## config.mk

```make
export PLATFORM = sky130hd
export DESIGN_NAME = jump_ctrl
export DESIGN_NICKNAME = d
export VERILOG_FILES = /design/src/rtl/jump_ctrl_pkg.sv /design/src/rtl/jump_ctrl_ret_stack.sv /design/src/rtl/jump_ctrl.sv
export SDC_FILE = /design/constraint.sdc
export NUM_CORES = 1
export LEC_CHECK = 0
export CAP_MARGIN = 20
export CORE_MARGIN = 2
export CORE_UTILIZATION = 28
export DETAILED_ROUTE_END_ITERATION = 10
export GPL_TIMING_DRIVEN = 0
export HOLD_SLACK_MARGIN = 0.03
export SYNTH_ARGS = -nofsm -noshare
export SYNTH_HDL_FRONTEND = slang
export SYNTH_SLANG_ARGS = --single-unit
```

## constraint.sdc

```tcl
create_clock -name clk -period 2.95 [get_ports clk]
set_input_delay 0.59 -clock clk [delete_from_list [all_inputs] [get_ports clk]]
set_output_delay 0.59 -clock clk [all_outputs]
set_load 0.05 [all_outputs]
```

## src/rtl/jump_ctrl_pkg.sv

```systemverilog
// Shared types and default sizes for the jump_ctrl control-flow resolver.
package jump_ctrl_pkg;

   localparam int unsigned PC_W_DEF      = 6;
   localparam int unsigned LUT_AW_DEF    = 4;
   localparam int unsigned RAS_DEPTH_DEF = 4;

   // Encodings 6 and 7 have no enumerator and fall through to NONE.
   typedef enum logic [2:0] {
      OP_NONE = 3'd0,
      OP_JMP  = 3'd1,
      OP_BEQZ = 3'd2,
      OP_BNEZ = 3'd3,
      OP_CALL = 3'd4,
      OP_RET  = 3'd5
   } br_op_t;

endpackage

```

## src/rtl/jump_ctrl_ret_stack.sv

```systemverilog
// Return-address stack: push is dropped when full, pop is ignored when empty.
module ret_stack #(
   parameter int unsigned W     = 6,
   parameter int unsigned DEPTH = 4
) (
   input  logic                       clk,
   input  logic                       reset,
   input  logic                       push_i,
   input  logic                       pop_i,
   input  logic [W-1:0]               din_i,
   output logic [W-1:0]               top_o,
   output logic [$clog2(DEPTH):0]     depth_o,
   output logic                       full_o,
   output logic                       empty_o
);

   localparam int unsigned DW = $clog2(DEPTH) + 1;
   localparam int unsigned AW = (DEPTH > 1) ? $clog2(DEPTH) : 1;

   logic [W-1:0]  mem_q [DEPTH];
   logic [DW-1:0] cnt_q, cnt_d;

   assign full_o  = (cnt_q == DW'(DEPTH));
   assign empty_o = (cnt_q == '0);
   assign depth_o = cnt_q;
   assign top_o   = mem_q[AW'(cnt_q - DW'(1))];

   always_comb begin
      cnt_d = cnt_q;
      if (push_i && !full_o)
         cnt_d = cnt_q + DW'(1);
      else if (pop_i && !empty_o)
         cnt_d = cnt_q - DW'(1);
   end

   always_ff @(posedge clk or posedge reset) begin
      if (reset) begin
         cnt_q <= '0;
         mem_q <= '{default: '0};
      end else begin
         cnt_q <= cnt_d;
         if (push_i && !full_o)
            mem_q[AW'(cnt_q)] <= din_i;
      end
   end

endmodule

```

## src/rtl/jump_ctrl.sv

```systemverilog
// Branch target resolver: target LUT, zero flag and optional return-address stack.
// Define JUMP_CTRL_RAS_EN to build in CALL/RET stack support.
module jump_ctrl
   import jump_ctrl_pkg::*;
#(
   parameter int unsigned PC_W      = PC_W_DEF,
   parameter int unsigned LUT_AW    = LUT_AW_DEF,
   parameter int unsigned RAS_DEPTH = RAS_DEPTH_DEF
) (
   input  logic                        clk,
   input  logic                        reset,
   input  logic [PC_W-1:0]             pc,
   input  logic [2:0]                  op,
   input  logic [LUT_AW-1:0]           lut_idx,
   input  logic                        alu_zero,
   input  logic                        flag_we,
   input  logic                        lut_we,
   input  logic [LUT_AW-1:0]           lut_waddr,
   input  logic [PC_W-1:0]             lut_wdata,
   output logic [PC_W-1:0]             nextPC,
   output logic                        jump,
   output logic [$clog2(RAS_DEPTH):0]  ras_depth,
   output logic                        ras_ovf,
   output logic                        ras_unf
);

   logic [PC_W-1:0] lut_q [2**LUT_AW];
   logic            zflag_q;
   logic [PC_W-1:0] pc_inc;
   logic [PC_W-1:0] lut_tgt;
   logic            is_call, is_ret;

   assign pc_inc  = pc + PC_W'(1);
   assign lut_tgt = lut_q[lut_idx];
   assign is_call = (op == OP_CALL);
   assign is_ret  = (op == OP_RET);

`ifdef JUMP_CTRL_RAS_EN
   logic            ras_push, ras_pop, ras_full, ras_empty;
   logic [PC_W-1:0] ras_top;
   logic            ovf_q, ovf_d, unf_q, unf_d;

   ret_stack #(
      .W     (PC_W),
      .DEPTH (RAS_DEPTH)
   ) u_ret_stack (
      .clk     (clk),
      .reset   (reset),
      .push_i  (ras_push),
      .pop_i   (ras_pop),
      .din_i   (pc_inc),
      .top_o   (ras_top),
      .depth_o (ras_depth),
      .full_o  (ras_full),
      .empty_o (ras_empty)
   );

   assign ras_push = is_call;
   assign ras_pop  = is_ret && !ras_empty;
   assign ovf_d    = ovf_q | (is_call && ras_full);
   assign unf_d    = unf_q | (is_ret && ras_empty);
   assign ras_ovf  = ovf_q;
   assign ras_unf  = unf_q;

   always_ff @(posedge clk or posedge reset) begin
      if (reset) begin
         ovf_q <= 1'b0;
         unf_q <= 1'b0;
      end else begin
         ovf_q <= ovf_d;
         unf_q <= unf_d;
      end
   end
`else
   assign ras_depth = '0;
   assign ras_ovf   = 1'b0;
   assign ras_unf   = 1'b0;
`endif

   always_comb begin
      jump   = 1'b0;
      nextPC = pc_inc;
      case (br_op_t'(op))
         OP_JMP, OP_CALL: begin
            jump   = 1'b1;
            nextPC = lut_tgt;
         end
         OP_BEQZ: if (zflag_q) begin
            jump   = 1'b1;
            nextPC = lut_tgt;
         end
         OP_BNEZ: if (!zflag_q) begin
            jump   = 1'b1;
            nextPC = lut_tgt;
         end
`ifdef JUMP_CTRL_RAS_EN
         OP_RET: if (!ras_empty) begin
            jump   = 1'b1;
            nextPC = ras_top;
         end
`endif
         default: ;
      endcase
   end

   // Reads above see pre-edge LUT and flag contents, so same-cycle writes appear next cycle.
   always_ff @(posedge clk or posedge reset) begin
      if (reset) begin
         lut_q   <= '{default: '0};
         zflag_q <= 1'b0;
      end else begin
         if (lut_we)
            lut_q[lut_waddr] <= lut_wdata;
         if (flag_we)
            zflag_q <= alu_zero;
      end
   end

endmodule

```

After elaboration in Yosys (flattened, before gate mapping)
Cells that the tools add are included.
- $add $sub $neg: 1
- order comparisons: 3
- equal/unequal tests: 4
- multiplexer cells: 12
- bitwise operators: 2
- reduce and logical (&&, ||, !) cells: 2
- operator list (cell ; count):
    bitwise mux 96 bit ; 1
    2-to-1 mux 6 bit ; 5
    binary-select mux 6 bit (select 4 bit) ; 1
    demux 6 bit (select 4 bit) ; 1
    case mux 6 bit (3 select lines) ; 1
    greater-or-equal comparator 5 bit, second input constant ; 2
    inverter 4 -> 5 bit ; 2
    adder 6 x 1 -> 6 bit, second input constant ; 1
    == test 3 x 2 -> 1 bit, second input constant ; 2
    < comparator 5 x 1 -> 1 bit, second input constant ; 1
    == test 3 x 1 -> 1 bit, second input constant ; 1
    == test 3 bit, second input constant ; 1
    case mux 1 bit (3 select lines) ; 1
    2-to-1 mux 1 bit ; 2
    OR reduction 2 bit ; 1
    logical AND 1 bit ; 1
- bits in registers: 97
- input port bits: 28
- output and inout port bits: 12
- logic and storage cells: 41

Longest topological paths before layout
- depth in word-level cells: 6
- mapped depth: 6
- gate-level depth less buffers: 4

Worst setup path after synthesis
OpenSTA, ideal clock, no wires.
- path type: input-to-output
- start point: in op[0]
- end point: out nextPC[0]
- data arrival time: 2.407 ns
- required time: 2.360 ns
- path slack: -0.047 ns
- stages on the path: 4
- path buffers: 0
- cell sequence: and3b_1 > a21oi_1 > o22ai_2 > mux2i_1
- word-level cells in the longest chain between the ends: 3
- elaborated cells between the ends (all ways): 6
- classes of those cells: 4 x eq/ne; 1 x mux; 1 x reduce/logical
- ends and longest elaborated chain (element ; RTL line ; source):
    start, declared ; jump_ctrl.sv:13 ; input logic [2:0] op,
    == test 3 bit / == test 3 x 1 -> 1 bit (equally long branches) ; jump_ctrl.sv:83 ; case (br_op_t'(op))
    OR reduction 2 bit ; jump_ctrl.sv:83 ;
    case mux 6 bit (3 select lines) (*) ; jump_ctrl.sv:83 ;
    end, declared ; jump_ctrl.sv:20 ; output logic [PC_W-1:0] nextPC,
Mark *: on every way between the ends. The rest lies on a longest branch, timed or not.

Final worst setup path
- start point: in lut_idx[2]
- end point: out nextPC[2]
- word-level cells in the longest chain between the ends: 6
- elaborated cells between the ends (all ways): 7
- classes of those cells: 6 x mux; 1 x bitwise
- ends and longest elaborated chain (element ; RTL line ; source):
    start, declared ; jump_ctrl.sv:14 ; input logic [LUT_AW-1:0] lut_idx,
    inverter 4 -> 5 bit (not written as such) (*) ; jump_ctrl.sv:34 ; assign lut_tgt = lut_q[lut_idx];
    binary-select mux 6 bit (select 4 bit) (*) ; jump_ctrl.sv:34 ;
    2-to-1 mux 6 bit (not written as such) (*) (2 in a row) ; jump_ctrl.sv:34 ;
    2-to-1 mux 6 bit, on equally long branches ; jump_ctrl.sv:92, jump_ctrl.sv:88 ;
    case mux 6 bit (3 select lines) (*) ; jump_ctrl.sv:83 ;
Mark *: on every way between the ends. The rest lies on a longest branch, timed or not. The select of a mux whose other input is x is not followed.

==> metrics.yaml <==
outcome: "finished clean"
ir_drop_uv: 253.2
cp-end-kind: "output port"
grt_max_degree: 45
placed_cells: 570
tightest_slew_ps: 749.4
fmax_ghz: 0.3405
cts_buffers: 9
startpoint_type: "input pin"
post-route-period-util: 0.9954
syn_avg_cell_area_um2: 15.29
clock_sinks: 97
synth.distinct_cells: 33
crit_arrival_ps: 2350
finalNonFillerCells: 588
synthAdderAreaFrac: 0.002606
place_ws_ps: -700.7
skew_ps: 0
cts_max_level: 3
rsz0062_at_grt: "true"
layout_common_cells: "dfrtp_1 (97), mux2_2 (87), mux4_1 (23)"
synthXorXnorAreaFrac: 0.009119
yosys_warnings: 0
relSlewSlack: 0.4986
antenna_found_initial: 0
maxCapViolCount: 0
yosys-mux-area-fraction: 0.3820
start_util: 0.2875
dieArea_um2: 18210
synth-seq-cells: 97
antenna_cells: 0
synth-simple-area-share: 0.04117
gp_congestion: 0.7715
coreArea_um2: 16700
cts_tree: "built"
crit_type: "in -> out"
required_ps: 2360
final_common_cell: "dfrtp_1"
finalMaxSlewViolations: 0
fin_crit_ps: 2937
rows: 47
power_per_cell_area_nw_per_um2: 644.4
synth_top_family_by_area: "multiplexers"
drc: 0
setup_ws_ps: 13.49
hold_viol: 0
final_nets: 392
leakagePower_nw: 2.446
hold_path.class: "reg -> reg"
first_iter_violations: 130
grt_usage: 0.1241
fp.dieH_um: 135.0
crit_path_max_fanout: 10
vias: 2812
ios: 40
grt_pass1_wl_mm: 17.06
syn_inst: 314
die_x_um: 135.0
clkLatencyLatePin_ps: 340
viasPerCell: 4.782
routedWlPerCell_um: 17.90
dp.final_hpwl_mm: 7.499
root_buffer: "clkbuf_16"
syn-cell-area_um2: 4802
routed_wl_mm: 10.53
grt-ovfl-total: 0
drtAntennaViolNets: 0
synth_compound_area_frac: 0.01928
path_clk_slew_ps: 60
drive_above_1_share: 0.3668
clockBufferDepth: 2
grt_pass1_vias: 3078
area_growth_pct: 19.18
port_buffers: 30
first_pass_iters: 4
holdBufCountCts: 0
setup_violations: 0
yosysSeqAreaShare: 0.5055
==> cells in the mapped netlist, drive strengths merged <==
cell type,instances,share of area
a21o,1,0.0016
a21oi,6,0.0063
and3,1,0.0013
and3b,1,0.0018
buf,10,0.021
clkbuf,14,0.017
conb,1,0.00078
dfrtp,97,0.51
ha,1,0.0026
inv,2,0.0016
mux2,101,0.24
mux2i,7,0.015
mux4,24,0.13
nand2,7,0.0055
nand2b,5,0.0065
nand3,6,0.0063
nor2,9,0.0070
nor2b,1,0.0013
nor3,3,0.0063
o21ai,1,0.0010
o22ai,7,0.010
or2,1,0.0013
or3,3,0.0039
xnor2,4,0.0073
xor2,1,0.0018
==> kinds of logic (layout without fill, tap and decap cells) <==
kind of cell	Yosys count	after routing
muxes	132	132
DFF	97	97
and+or+nand+nor	37	37
buffers and inverters	26	76
AOI/OAI and AO/OA	15	15
xor gates and xnor gates	5	5
adders and majority gates	1	1
other	1	5
==> where the power goes <==
| group | switching, mW | internal (mW) | total [mW] |
|---|---|---|---|
| clock | 0.503 | 0.617 | 1.12 |
| sequential | 0.137 | 1.64 | 1.77 |
| combinational | 0.334 | 0.461 | 0.795 |
| total | 0.974 | 2.71 | 3.69 |
==> critical path, cell delays in order <==
cell             delay, ps
buf_6                  130
buf_12                 160
mux4_1                 610
o22ai_1                160
a21oi_1                 70
mux2_2                 280
clkdlybuf4s15_2        340
==> state kept, by name (all words and copies together) (netlist names) <==
| name | flops |
|---|---|
| zflag_q | 1 |
| lut_q | 96 |
==> final cells by class <==
type                    instances  area (µm²)
well taps                     220       275.3
inverters                       2       11.26
clock inverters                 4       27.53
flip-flops and latches         97        2427
multi-input cells             195        2213
plain buffers                  24       182.7
clock buffers                  12       256.5
repair buffers                 34       329.1
fillers                      1615       10980
==> final timing paths <==
check                      startpoint         to  slack (ps)  cells after the start
max in group asynchronous       reset   lut_q[2]        1630                      3
setup / recovery           lut_idx[2]  nextPC[2]          10                      7
setup reg to reg            lut_q[30]  lut_q[30]        2160                      1
min in group asynchronous       reset  lut_q[66]         690                      2
hold / removal              lut_q[66]  lut_q[66]         490                      1
hold reg to reg             lut_q[66]  lut_q[66]         490                      1
==> what timing repair did <==
action | 4_1_cts | 5_1_grt
setup buffers | 0 | 2
hold endpoints to repair | 0 | 0
pin swaps | 0 | 0
setup endpoints to repair | 7 | 4
resized for setup | 25 | 7
==> metal layers <==
metal | up-vias | track usage | wire (µm)
li1 | 1260 | - | -
met1 | 1469 | 0.1629 | 4867
met3 | 9 | 0.03566 | 608
met5 | - | 0 | 0
met2 | 74 | 0.1997 | 4928
met4 | 0 | 0.03819 | 121
==> stage by stage <==
step                area, µm²  TNS [ps]  utilization  power, mW  hold slack (ps)
CTS                      5724    -71.58       0.3427      3.736            491.2
detailed placement       5440     -3840       0.3257      2.611            476.2
global placement         5400     -3714       0.3233      2.557            465.1
floorplan                4825         0            -      2.370            455.5
global route             5723    -111.0       0.3427      3.878            494.7
finish                   5723         0       0.3427      3.688            488.3
(Power assumes the default switching activity.)
